**config.mk**
```make
export PLATFORM = sky130hd
export DESIGN_NAME = obg_bitgen
export DESIGN_NICKNAME = d
export VERILOG_FILES = /design/src/rtl/obg_bitgen_pkg.sv /design/src/rtl/obg_scrambler.sv /design/src/rtl/obg_bitgen.sv
export SDC_FILE = /design/constraint.sdc
export NUM_CORES = 1
export LEC_CHECK = 0
export ABC_AREA = 1
export BUFFER_PORTS_ARGS = -buffer_cell sky130_fd_sc_hd__buf_2
export CORE_MARGIN = 1
export CORE_UTILIZATION = 30
export DETAILED_ROUTE_END_ITERATION = 7
export PLACE_DENSITY = 0.57
export SYNTH_ARGS = -nofsm -noshare
export SYNTH_HDL_FRONTEND = slang
export SYNTH_SLANG_ARGS = --single-unit
```
**constraint.sdc**
```tcl
create_clock -name clk -period 10.65 [get_ports clk]
set_input_delay 0 -clock clk [delete_from_list [all_inputs] [get_ports clk]]
set_output_delay 0 -clock clk [all_outputs]
set_load 0.02 [all_outputs]
```
**src/rtl/obg_bitgen_pkg.sv**
```systemverilog
// Shared constants, rate lookup and SIGNAL-field packing for the OFDM bit generator.
package obg_bitgen_pkg;

  localparam int unsigned SIG_W     = 24;
  localparam int unsigned SERVICE_W = 16;
  localparam int unsigned TAIL_W    = 6;
  localparam int unsigned LEN_W     = 12;
  localparam int unsigned TYPE_W    = 4;
  localparam int unsigned CNT_W     = 18;
  localparam int unsigned DBPS_W    = 8;
  localparam int unsigned INIT_W    = 6;
  localparam int unsigned SCR_W     = 7;
  localparam int unsigned PRBS_W    = 9;

  // x^7+x^4+1 and x^9+x^5+1 feedback taps (state bit indices)
  localparam int unsigned SCR_TAP_HI  = 6;
  localparam int unsigned SCR_TAP_LO  = 3;
  localparam int unsigned PRBS_TAP_HI = 8;
  localparam int unsigned PRBS_TAP_LO = 4;

  localparam logic [SCR_W-1:0]  SCR_SEED_DFLT  = 7'b1011101;
  localparam logic [PRBS_W-1:0] PRBS_SEED_DFLT = 9'h1FF;

  localparam logic [TYPE_W-1:0] RATE_6  = 4'b1011;
  localparam logic [TYPE_W-1:0] RATE_9  = 4'b1111;
  localparam logic [TYPE_W-1:0] RATE_12 = 4'b1010;
  localparam logic [TYPE_W-1:0] RATE_18 = 4'b1110;
  localparam logic [TYPE_W-1:0] RATE_24 = 4'b1001;
  localparam logic [TYPE_W-1:0] RATE_36 = 4'b1101;
  localparam logic [TYPE_W-1:0] RATE_48 = 4'b1000;
  localparam logic [TYPE_W-1:0] RATE_54 = 4'b1100;

  typedef enum logic [1:0] {
    ST_IDLE = 2'd0,
    ST_SIG  = 2'd1,
    ST_PLD  = 2'd2
  } state_t;

  typedef struct packed {
    logic [LEN_W-1:0]  len;
    logic [TYPE_W-1:0] rate;
  } frame_cfg_t;

  // N_DBPS for a rate code; zero marks an invalid code
  function automatic logic [DBPS_W-1:0] rate_ndbps(input logic [TYPE_W-1:0] rate);
    logic [DBPS_W-1:0] n;
    case (rate)
      RATE_6:  n = DBPS_W'(24);
      RATE_9:  n = DBPS_W'(36);
      RATE_12: n = DBPS_W'(48);
      RATE_18: n = DBPS_W'(72);
      RATE_24: n = DBPS_W'(96);
      RATE_36: n = DBPS_W'(144);
      RATE_48: n = DBPS_W'(192);
      RATE_54: n = DBPS_W'(216);
      default: n = '0;
    endcase
    return n;
  endfunction

  // SIGNAL word, bit 0 transmitted first
  function automatic logic [SIG_W-1:0] sig_word(input logic [TYPE_W-1:0] rate,
                                                input logic [LEN_W-1:0]  len);
    logic [SIG_W-1:0] w;
    w        = '0;
    w[3:0]   = rate;
    w[16:5]  = len;
    w[17]    = ^w[16:0];
    return w;
  endfunction

endpackage

```
**src/rtl/obg_scrambler.sv**
```systemverilog
// 7-bit x^7+x^4+1 LFSR keystream with synchronous load and advance enable.
module obg_scrambler
  import obg_bitgen_pkg::*;
(
  input  logic             clk,
  input  logic             rst_n,
  input  logic             load,
  input  logic             en,
  input  logic [SCR_W-1:0] seed,
  output logic             ks_c
);

  logic [SCR_W-1:0] s_q;

  assign ks_c = s_q[SCR_TAP_HI] ^ s_q[SCR_TAP_LO];

  always_ff @(posedge clk or negedge rst_n) begin
    if (!rst_n) begin
      s_q <= SCR_SEED_DFLT;
    end else if (load) begin
      s_q <= seed;
    end else if (en) begin
      s_q <= {s_q[SCR_W-2:0], ks_c};
    end
  end

endmodule

```
**src/rtl/obg_bitgen.sv**
```systemverilog
// OFDM bit generator: captures rate/length, emits the SIGNAL field then the
// scrambled SERVICE/PSDU/tail/pad DATA field back-to-back.
module obg_bitgen
  import obg_bitgen_pkg::*;
#(
  parameter logic [SCR_W-1:0]  SCR_SEED  = SCR_SEED_DFLT,
  parameter logic [PRBS_W-1:0] PRBS_SEED = PRBS_SEED_DFLT
) (
  input  logic              clk,
  input  logic              rst_n,
  input  logic [15:0]       ssg_di_len,
  input  logic [TYPE_W-1:0] ssg_di_type,
  input  logic              ssg_di_vld,
  input  logic              new_frame,
  output logic [INIT_W-1:0] ssg_do_init,
  output logic              ssg_do,
  output logic              ssg_do_vld,
  output logic              pld_do,
  output logic              pld_do_vld
);

  state_t              state_q, state_d;
  logic [CNT_W-1:0]    cnt_q, cnt_d;
  logic [DBPS_W-1:0]   sym_q, sym_d;
  logic [DBPS_W-1:0]   ndbps_q, ndbps_d;
  frame_cfg_t          cfg_q, cfg_d;
  logic [SIG_W-2:0]    sr_q, sr_d;
  logic [PRBS_W-1:0]   prbs_q, prbs_d;
  logic [INIT_W-1:0]   init_d;
  logic                ssg_do_d, ssg_do_vld_d, pld_do_d, pld_do_vld_d;

  logic [DBPS_W-1:0]   new_ndbps;
  logic [SIG_W-1:0]    sig_w;
  logic [CNT_W-1:0]    data_end, frame_need, emit_idx;
  logic                capture, sym_last, prbs_bit;
  logic                emit_pld, in_data, in_tail;
  logic                scr_load, scr_en, scr_ks_c;
  logic                unused_len_hi;

  assign unused_len_hi = ^ssg_di_len[15:12];

  assign new_ndbps  = rate_ndbps(ssg_di_type);
  assign capture    = (state_q == ST_IDLE) && ssg_di_vld && (new_ndbps != '0);
  assign sig_w      = sig_word(ssg_di_type, ssg_di_len[LEN_W-1:0]);
  assign data_end   = CNT_W'(SERVICE_W) + CNT_W'({cfg_q.len, 3'b000});
  assign frame_need = data_end + CNT_W'(TAIL_W);
  assign sym_last   = (sym_q == ndbps_q - DBPS_W'(1));
  assign prbs_bit   = prbs_q[PRBS_TAP_HI] ^ prbs_q[PRBS_TAP_LO];

  obg_scrambler u_scr (
    .clk   (clk),
    .rst_n (rst_n),
    .load  (scr_load),
    .en    (scr_en),
    .seed  (SCR_SEED),
    .ks_c  (scr_ks_c)
  );

  // Next-state and next-output logic; outputs are registered with the state
  always_comb begin
    state_d      = state_q;
    cnt_d        = cnt_q;
    sym_d        = sym_q;
    ndbps_d      = ndbps_q;
    cfg_d        = cfg_q;
    sr_d         = sr_q;
    prbs_d       = prbs_q;
    init_d       = ssg_do_init;
    ssg_do_d     = 1'b0;
    ssg_do_vld_d = 1'b0;
    pld_do_d     = 1'b0;
    pld_do_vld_d = 1'b0;
    scr_load     = 1'b0;
    scr_en       = 1'b0;
    emit_pld     = 1'b0;
    emit_idx     = '0;
    in_data      = 1'b0;
    in_tail      = 1'b0;

    if (capture) begin
      state_d      = ST_SIG;
      cnt_d        = '0;
      sym_d        = '0;
      ndbps_d      = new_ndbps;
      cfg_d.len    = ssg_di_len[LEN_W-1:0];
      cfg_d.rate   = ssg_di_type;
      init_d       = INIT_W'(new_ndbps >> 2);
      ssg_do_d     = sig_w[0];
      ssg_do_vld_d = 1'b1;
      sr_d         = sig_w[SIG_W-1:1];
      prbs_d       = PRBS_SEED;
      scr_load     = 1'b1;
    end else if (new_frame) begin
      state_d = ST_IDLE;
      cnt_d   = '0;
      sym_d   = '0;
    end else begin
      case (state_q)
        ST_IDLE: ;
        ST_SIG: begin
          if (cnt_q == CNT_W'(SIG_W - 1)) begin
            state_d  = ST_PLD;
            cnt_d    = '0;
            sym_d    = '0;
            emit_pld = 1'b1;
          end else begin
            cnt_d        = cnt_q + CNT_W'(1);
            ssg_do_d     = sr_q[0];
            ssg_do_vld_d = 1'b1;
            sr_d         = sr_q >> 1;
          end
        end
        ST_PLD: begin
          // Frame ends on a symbol boundary once tail has been sent
          if (sym_last && (cnt_q + CNT_W'(1) >= frame_need)) begin
            state_d = ST_IDLE;
            cnt_d   = '0;
            sym_d   = '0;
          end else begin
            cnt_d    = cnt_q + CNT_W'(1);
            sym_d    = sym_last ? '0 : sym_q + DBPS_W'(1);
            emit_pld = 1'b1;
            emit_idx = cnt_q + CNT_W'(1);
          end
        end
        default: state_d = ST_IDLE;
      endcase
    end

    if (emit_pld) begin
      in_data      = (emit_idx >= CNT_W'(SERVICE_W)) && (emit_idx < data_end);
      in_tail      = (emit_idx >= data_end) && (emit_idx < frame_need);
      scr_en       = 1'b1;
      pld_do_d     = ((in_data & prbs_bit) ^ scr_ks_c) & ~in_tail;
      pld_do_vld_d = 1'b1;
      if (in_data) begin
        prbs_d = {prbs_q[PRBS_W-2:0], prbs_bit};
      end
    end
  end

  always_ff @(posedge clk or negedge rst_n) begin
    if (!rst_n) begin
      state_q     <= ST_IDLE;
      cnt_q       <= '0;
      sym_q       <= '0;
      ndbps_q     <= '0;
      cfg_q       <= '0;
      sr_q        <= '0;
      prbs_q      <= PRBS_SEED;
      ssg_do_init <= '0;
      ssg_do      <= 1'b0;
      ssg_do_vld  <= 1'b0;
      pld_do      <= 1'b0;
      pld_do_vld  <= 1'b0;
    end else begin
      state_q     <= state_d;
      cnt_q       <= cnt_d;
      sym_q       <= sym_d;
      ndbps_q     <= ndbps_d;
      cfg_q       <= cfg_d;
      sr_q        <= sr_d;
      prbs_q      <= prbs_d;
      ssg_do_init <= init_d;
      ssg_do      <= ssg_do_d;
      ssg_do_vld  <= ssg_do_vld_d;
      pld_do      <= pld_do_d;
      pld_do_vld  <= pld_do_vld_d;
    end
  end

endmodule

```
; After elaboration in Yosys (flattened, before gate mapping)
; Memories as Yosys holds them, arrays and structs flattened.
; Index checks and enable logic that the tools add are counted.
[totals]
n_memories = 1
regBits = 97
rom_bits = 96
inputBits = 24
word_cells = 97
out_inout_bits = 10
[op_classes]
n_reduce_logical = 14
muxes = 44
bitwise = 6
eq_ne = 9
addsub = 5
magnitude_cmp = 5
[memory_table]
columns = name, words, width, read_ports, rd_clocked_by_memory_dff, write_ports, line
row1 = (no name shown), 16, 6, 1, 0, 0, obg_bitgen_pkg.sv:47  ; case (rate)
[ops]
columns = cell, count
row1 = 2-to-1 mux 18 bit, 7
row2 = 2-to-1 mux 23 bit, 4
row3 = 2-to-1 mux 8 bit, 5
row4 = case mux 18 bit (2 select lines), 1
row5 = 2-to-1 mux 9 bit, 3
row6 = adder 18 x 1 -> 18 bit (second input constant), 1
row7 = equality test 18 x 5 -> 1 bit (second input constant), 1
row8 = >= comparator 18 x 16 -> 1 bit, 1
row9 = >= comparator 18 x 17 -> 1 bit, 1
row10 = >= comparator 18 x 5 -> 1 bit (second input constant), 1
row11 = < comparator 18 x 16 -> 1 bit, 1
row12 = < comparator 18 x 17 -> 1 bit, 1
row13 = adder 16 x 3 -> 17 bit (second input constant), 1
row14 = XOR reduction 17 bit, 1
row15 = adder 5 x 15 -> 16 bit (first input constant), 1
row16 = case mux 8 bit (2 select lines), 1
row17 = 2-to-1 mux 1 bit, 15
row18 = 2-to-1 mux 7 bit, 2
row19 = adder 8 x 1 -> 8 bit (second input constant), 1
row20 = equality test 8 bit, 1
row21 = 2-to-1 mux 2 bit, 4
row22 = inequality test 4 bit (second input constant), 2
row23 = nonzero test 8 bit, 1
row24 = subtractor 8 x 1 -> 8 bit (second input constant), 1
row25 = 16 further kinds, 25

; Depth between registers and ports, before layout
; Gate-level depths: netlist (run 1).
[depth]
ltp_word = 14
depth_mapped = 37
mapped_depth_nobuf = 36

; Modules after synthesis
; From an unflattened synthesis (run 1), not the netlist that was laid out.
[unflattened]
cells_unflattened = 741
area_unflattened_um2 = 5567.8
[by_module_without_submodules]
columns = mod, n_inst, seq_area_each_um2, cells_per_inst, area_each_um2
row1 = obg_bitgen, 1, 1913.1, 696, 5203.7
row2 = obg_scrambler, 1, 181.4, 45, 364.1

; Least setup slack after synthesis (run 1)
; Ideal clock, no wire load.
[synth_timing]
path_type = register to register
startpoint = register cfg_q[5] (netlist bit)
endpoint = register prbs_q[7]
t_arrival_ns = 3.972
path_stages_with_launch = 32
t_required_ns = 10.576
n_path_buf = 1
setup_ns = 0.074
setup_slack_ns = 6.604
cell_sequence = dfrtp_1 ha_1 nand2_1 nor3_1 nand3_1 nor2_1 xor2_1 inv_1 ha_1 nand2_1 inv_1 nand4_1 nor2_1 nor2_1 nand2_1 nor2_2 nand2_2 nand2_4 nand2_4 nor2_8 clkinv_1 nor2_1 ha_1 a21oi_1 nor2_1 a211oi_1 nand2_1 nand2_2 nand3_4 buf_6 o21ai_2 inv_2
[synth_between]
elab_chain_len = 12
elab_cells_between_ends = 17
cone_classes = add/sub (2) / order compare (3) / mux (10) / reduce/logical (2)
[synth_lines]
columns = element, line
row1 = start: declaration, obg_bitgen.sv:26  ; frame_cfg_t cfg_q, cfg_d;
row2 = start signal: assignment, obg_bitgen.sv:161  ; cfg_q <= cfg_d;
row3 = adder 5 x 15 -> 16 bit (*), obg_bitgen.sv:45  ; assign data_end = CNT_W'(SERVICE_W) + CNT_W'({cfg_q.len, 3'b000});
row4 = adder 16 x 3 -> 17 bit, obg_bitgen.sv:46  ; assign frame_need = data_end + CNT_W'(TAIL_W);
row5 = >= comparator 18 x 17 -> 1 bit, obg_bitgen.sv:115  ; if (sym_last && (cnt_q + CNT_W'(1) >= frame_need)) begin
row6 = logical AND 1 bit, obg_bitgen.sv:115
row7 = 2-to-1 mux 18 bit, obg_bitgen.sv:115
row8 = 2-to-1 mux 18 bit, obg_bitgen.sv:98  ; case (state_q)
row9 = 2-to-1 mux 18 bit, obg_bitgen.sv:93  ; end else if (new_frame) begin
row10 = 2-to-1 mux 18 bit, obg_bitgen.sv:80  ; if (capture) begin
row11 = >= comparator 18 x 5 -> 1 bit or < comparator 18 x 16 -> 1 bit (tied branches), obg_bitgen.sv:131  ; in_data = (emit_idx >= CNT_W'(SERVICE_W)) && (emit_idx < data_end);
row12 = logical AND 1 bit, obg_bitgen.sv:131
row13 = 2-to-1 mux 9 bit, obg_bitgen.sv:136  ; if (in_data) begin
row14 = 2-to-1 mux 9 bit (*), obg_bitgen.sv:130  ; if (emit_pld) begin
row15 = named net prbs_d[7], obg_bitgen.sv:28  ; logic [PRBS_W-1:0] prbs_q, prbs_d;
row16 = end signal: assignment, obg_bitgen.sv:163  ; prbs_q <= prbs_d;
row17 = end: declaration, obg_bitgen.sv:28
; Mark *: on every way through the listed nets, which the timed path passes. The rest lies on a longest branch.
; A chain may end at the register's enable or synchronous reset.

; Worst setup path in the final report (run 1)
[layout_timing]
startpoint = register cfg_q[5] (netlist bit)
endpoint = register prbs_q[6]
; The elaborated chain is that of the path after synthesis.

==> impl_metrics.py, run 1 <==
metrics = {
    "critical_path": {
        "r2r_cells": 31,
        "arrival_ps": 5090,
        "r2r_end": "prbs_q[6]",
        "crit_required_ps": 10950,
        "slowest_stage": "dfrtp_1",
        "crit_fanout": 17,
        "max_stage_delay_ps": 440,
        "ff2ff_setup_slack_ps": 5850,
        "cp-end-kind": "flop",
        "crit_type": "reg -> reg",
        "start_kind": "flop",
        "rr_startpoint": "cfg_q[5]",
    },
    "synthesis": {
        "yosysSeqAreaShare_pct": 37.4,
        "yosysUniqueCellTypes": 45,
        "synth_top_area_share_pct": 30.8,
        "synthTopCellsByCount": "nand2_1, inv_1, dfrtp_1",
        "synth-edff-count": 0,
        "synth_top_cell_by_area": "dfrtp_1",
        "postSynth.asyncResetShare_pct": 100,
        "syn_avg_cell_area_sq_um": 7.98,
        "synth_seq_cells": 83,
        "ys_dominant_reg_cell": "dfrtp_1",
        "yosysWarningCount": 0,
        "synth_cells": 702,
        "yosys.cell_count.top_type": "nand2_1",
        "synthTopCellsByArea": "dfrtp_1, nand2_1, inv_1, ha_1, dfstp_2",
        "syn-num-nets": 762,
        "netlist_area_sq_um": 5600,
    },
    "clocking": {
        "cts.sinks": 83,
        "clk_transition_reported_paths_ps": 70,
        "cts_buffer_depth": 2,
        "cts_inserted_buffers": 9,
        "htreeDepth": 3,
        "cts_tree": "built",
        "post_cts_buffers": 0,
        "clkLatencyLatePin_ps": 350,
        "cts-root-buf": "clkbuf_16",
    },
    "place": {
        "placed_area_sq_um": 5990,
        "portBuffers": 29,
        "dpl.hpwl_mm": 9.74,
        "gp_congestion": 0.798,
    },
    "layout": {
        "syn_to_final_growth_pct": 14.3,
        "fin_util_pct": 35.3,
        "multi_input_area_sq_um": 2960,
        "fin_area_sq_um": 6400,
        "ff_latch_area_sq_um": 2090,
        "num_antenna_cells": 0,
        "drive_gt1_share_pct": 14.6,
        "fillers": 1916,
        "fin_nets": 804,
    },
    "flow_run": {
        "maxCapViolCount": 0,
    },
    "run_status": {
        "failed_checks": "DRC",
        "status": "complete, but fails checks",
    },
    "sta": {
        "slew_viol_final": 0,
        "slew_headroom_pct": 31.7,
        "fin_crit_sh_pct": 45.0,
        "fmax_mhz": 209,
        "finalSetupTns_ps": 0,
        "fin_crit_ps": 4800,
        "setup_violations": 0,
        "rsz0062_at_grt": "false",
        "worst_slew_pin_slew_ps": 1020,
        "clock_skew_ps": 9.73,
        "hold_viol": 0,
    },
    "floorplan": {
        "start_util_pct": 30.9,
        "fp.dieW_microns": 139,
        "core_area_sq_um": 18100,
        "ios": 34,
        "fp.dieArea_sq_um": 19200,
        "rows": 49,
        "die_h_microns": 139,
    },
    "routing": {
        "wire_per_inst_microns": 13.1,
        "ant_nets": 0,
        "drt_pass1_iterations": 8,
        "drt_wl_total_mm": 12.8,
        "drt_iter0_markers": 227,
        "drcViolationCount": 4,
        "viasPerCell": 4.68,
        "vias": 4574,
    },
    "global_route": {
        "grt_pass1_wl_mm": 22.1,
        "grt_overflow_total": 0,
        "grt_pass1_vias": 4504,
        "grtUsageTotal_pct": 14.4,
        "grt_max_degree": 44,
        "antenna_found_initial": 0,
    },
    "power": {
        "p_sw_w": 0.000511,
        "switching_share_pct": 41.2,
        "pwr-share-comb_pct": 40.2,
        "p_total_w": 0.00124,
        "power_frac_clock_pct": 24.1,
        "p_per_area_nw_per_um2": 194,
        "p_seq_share_pct": 35.7,
        "p_leak_nw": 3.14,
        "power.internal_w": 0.000728,
        "ir_drop_v": 0.0000811,
    },
    "worst_hold_path": {
        "holdPathEnd": "ndbps_q[2]",
        "hold_path_startpoint": "ssg_di_type[3]",
        "hold_class": "in -> reg",
        "whs_path_depth": 3,
    },
}
timing repair:
action / in CTS / in global routing
resized for setup: 0 / 0
hold buffers: 13 / 0
hold endpoints to repair: 60 / 0
power by group through the flow:
stage / Sequential, W / Combinational, W / Clock, W
final: 0.000442 / 0.000497 / 0.000299
after global routing: 0.000452 / 0.000571 / 0.000321
after CTS: 0.000443 / 0.000503 / 0.000307
after detailed placement: 0.000448 / 0.000496 / 0
after global placement: 0.000446 / 0.000490 / 0
after floorplan: 0.000454 / 0.000363 / 0
cell families after synthesis:
family / share of synthesized area, %
simple gates: 24.7
buf+inv: 9.68
compound gates: 13.5
flops: 37.4
xor+xnor: 6.66
fa+ha+maj: 8.04
worst max path at each step:
stage / cells past startpoint / from / endpoint / slack, ps
6_report: 31 / cfg_q[5] / prbs_q[6] / 5850
5_1_grt: 31 / cfg_q[5] / prbs_q[6] / 5400
4_1_cts: 31 / cfg_q[5] / prbs_q[6] / 5800
3_5_place_dp: 31 / cfg_q[5] / prbs_q[6] / 5840
3_3_place_gp: 30 / cfg_q[5] / prbs_q[6] / 5900
2_1_floorplan: 31 / cfg_q[5] / prbs_q[7] / 6600
metal layers:
layer,wire (microns),GRT usage [%]
met5,0,0
met3,430,2.87
met2,5850,23.8
met4,193,4.97
met1,6330,18.7
placed cells by master (no fill, tap or decap), drive strengths merged:
cell type,instances
nand2,149
inv,129
nor2,83
dfrtp,69
o21ai,46
ha,36
nand3,32
buf,30
xor2,27
o32ai,14
dfstp,14
xnor2,13
dlygate4sd3,13
nand4,12
o221ai,12
a21oi,12
clkbuf,11
nor3,10
clkinv,5
o211ai,4
a32o,4
a22oi,4
o31ai,3
o22ai,3
a31oi,2
a211oi,2
o21bai,2
nor4,2
nand3b,1
a21boi,1
a21o,1
xnor3,1
and2,1
clkinvlp,1
registers in the layout, summed over array words and instances (netlist names):
signal and flops:
cfg_q 12, cnt_q 18, ndbps_q 6, pld_do 1, pld_do_vld 1, prbs_q 9, sr_q 17, ssg_do 1
ssg_do_vld 1, state_q 2, sym_q 8, u_scr.s_q 7
metrics by stage:
stage	instances	hold slack, ps	setup WS (ps)
after floorplan	702	-296	6600
after global placement	949	26.8	5900
after detailed placement	949	26.1	5840
after CTS	978	9.24	5800
after global routing	978	21.6	5400
final	978	19.0	5850
critical path: cells and delay by family, from the launching register on:
family | cells | cell delay, ps
xor+xnor | 1 | 170
simple gates | 20 | 2500
fa+ha+maj | 3 | 740
flops | 1 | 440
compound gates | 3 | 440
buf+inv | 4 | 450
final cells by class:
class / count / share of cell area (%)
inverters: 130 / 7.63
clock buffers: 11 / 3.79
repair buffers: 43 / 4.46
well taps: 229 / 4.48
flip-flops and latches: 83 / 32.7
clock inverters: 5 / 0.606
multi-input cells: 477 / 46.3
Power figures use the tool's default switching activity.
==> run 2, diff against run 1 <==
==> constraint.sdc (replaced) <==
create_clock -name clk -period 4.79 [get_ports clk]
set_input_delay 0 -clock clk [delete_from_list [all_inputs] [get_ports clk]]
set_output_delay 0 -clock clk [all_outputs]
set_load 0.02 [all_outputs]
==> run 2 against run 1 <==
  * The flow still finishes with violations (DRC)
  * Via count grew 2.3%
  * Sequential share of layout area fell by 1.0 points
  * Clock skew is 2.9 ps lower
  * Total power grew 130%
  * Flip-flop and latch count unchanged
  * Critical path type unchanged
  * Largest cell class unchanged
  * Largest power group unchanged
==> impl_metrics.py, run 2 (synthesized netlist as in run 1, its figures left out) <==
metrics = {
    "layout": {
        "drive_gt1_share_pct": 17.0,
        "layout_common_cells": "nand2_1, inv_1, dfrtp_1",
        "final_common_cell": "nand2_1",
        "largest_register": "cnt_q",
        "num_antenna_cells": 0,
        "fin_area_sq_um": 6610,
        "syn_to_final_growth_pct": 18.0,
        "finalNonFillerCells": 994,
        "fin_util_pct": 36.4,
        "reg_top3": "cnt_q: 18 flops, sr_q: 17 flops, cfg_q: 12 flops",
        "fin_nets": 820,
        "largest_reg_flops": 18,
    },
    "power": {
        "ir_drop_v": 0.000172,
        "power_frac_clock_pct": 25.5,
        "pwr-share-comb_pct": 39.9,
        "p_leak_nw": 3.24,
        "power.internal_w": 0.00167,
        "p_per_area_nw_per_um2": 430,
        "p_sw_w": 0.00117,
        "p_seq_share_pct": 34.5,
        "switching_share_pct": 41.1,
    },
    "floorplan": {
        "fp.dieArea_sq_um": 19200,
        "fp.dieW_microns": 139,
        "ios": 34,
        "core_area_sq_um": 18100,
        "die_h_microns": 139,
        "rows": 49,
        "start_util_pct": 30.9,
    },
    "sta": {
        "fin_crit_ps": 4330,
        "hold_ws_ps": 30.8,
        "worst_slew_pin_slew_ps": 707,
        "fin_crit_sh_pct": 90.4,
        "hold_viol": 0,
        "slew_headroom_pct": 52.7,
        "setup_violations": 0,
        "clock_skew_ps": 6.86,
        "slew_viol_final": 0,
        "fmax_mhz": 231,
    },
    "critical_path": {
        "crit_required_ps": 5090,
        "cpMostUsedCell": "nand2_1",
        "slowest_stage": "dfrtp_1",
        "cp-end-kind": "flop",
        "arrival_ps": 4630,
        "max_stage_delay_ps": 380,
        "crit_type": "reg -> reg",
        "start_kind": "flop",
        "crit_fanout": 9,
    },
    "routing": {
        "vias": 4680,
        "viasPerCell": 4.71,
        "drcViolationCount": 4,
        "drt_pass1_iterations": 8,
        "drt_iter0_markers": 277,
        "drt_wl_total_mm": 12.9,
        "wire_per_inst_microns": 13.0,
        "ant_nets": 0,
    },
    "clocking": {
        "cts.sinks": 83,
        "clk_transition_reported_paths_ps": 70,
        "cts_buffer_depth": 2,
        "clkLatencyLatePin_ps": 350,
        "cts_tree": "built",
        "htreeDepth": 3,
        "cts_inserted_buffers": 9,
        "cts-root-buf": "clkbuf_16",
    },
    "global_route": {
        "grtUsageTotal_pct": 14.2,
        "grt_pass1_wl_mm": 21.8,
        "grt_overflow_total": 0,
        "grt_max_degree": 44,
        "grt_pass1_vias": 4423,
        "antenna_found_initial": 0,
    },
    "place": {
        "placed_area_sq_um": 6080,
        "gp_congestion": 0.819,
        "portBuffers": 29,
        "placed_cells": 961,
        "dpl.hpwl_mm": 9.73,
    },
    "run_status": {
        "status": "complete, but fails checks",
        "failed_checks": "DRC",
    },
    "flow_run": {
        "maxCapViolCount": 0,
    },
    "worst_hold_path": {
        "hold_class": "in -> reg",
    },
}
==> run 2: cell types whose count changed in the layout (fill, tap and decap cells not counted), sizes merged <==
cell         previous run  this run
clkbuf                 11         9
bufinv                  0         1
nand3                  32        33
inv                   129       131
clkinvlp                1         2
dlygate4sd3            13        15
clkinv                  5         3
buf                    30        43
==> run 2: stage by stage <==
stage | TNS [ps] | total power (W) | worst slack [ps]
detailed placement | 0 | 0.00210 | 192
global route | -70.2 | 0.00308 | -31.0
finish | 0 | 0.00284 | 459
CTS | 0 | 0.00285 | 141
global placement | 0 | 0.00209 | 246
floorplan | 0 | 0.00181 | 744
==> run 2: worst paths after layout <==
| check | startpoint | to | slack, ps | cells past startpoint |
|---|---|---|---|---|
| setup / recovery | cnt_q[0] | prbs_q[1] | 460 | 35 |
| max in group asynchronous | rst_n | u_scr.s_q[2] | 3650 | 3 |
| setup reg to reg | cnt_q[0] | prbs_q[1] | 460 | 35 |
| hold / removal | ssg_di_type[1] | sr_q[0] | 30 | 3 |
| hold reg to reg | u_scr.s_q[5] | u_scr.s_q[6] | 490 | 2 |
| min in group asynchronous | rst_n | cnt_q[4] | 180 | 2 |
==> run 2: repair_timing <==
action                                  CTS  global route
hold buffers                             15             0
endpoints found under the setup margin    0            10
buffers inserted                          0             1
endpoints found under the hold margin    63             0
gates resized for setup                   0            10
==> run 2: power by group through the flow <==
stage	logic (W)	registers, W	clock network (W)
global placement	0.00110	0.000992	0
global route	0.00130	0.00101	0.000775
finish	0.00114	0.000982	0.000726
detailed placement	0.00110	0.000994	0
CTS	0.00112	0.000982	0.000746
floorplan	0.000806	0.00101	0
==> run 2: worst max-delay path: cells and delay by family (launching register included) <==
family          cells  cell delay (ps)
simple gates       23             2310
fa+ha+maj           3              720
buf+inv             7              640
flops               1              380
xor+xnor            1              180
compound gates      1               60
==> run 2: layout make-up <==
type / instances / area (sq um)
Fill cell: 1874 / 11500
Multi-Input combinational cell: 478 / 3020
Sequential cell: 83 / 2100
Inverter: 130 / 492
Timing Repair Buffer: 58 / 403
Tap cell: 229 / 287
Clock buffer: 9 / 225
Clock inverter: 7 / 83.8
==> run 2: per-layer routing <==
layer  vias to the layer above  track usage, %  part of all wire (%)
met5                         -               0                     0
met4                         0            5.44                   1.9
met3                        15            2.90                   4.7
met2                        77            22.3                    45
met1                      2191            19.4                    49
li1                       2397               -                     -
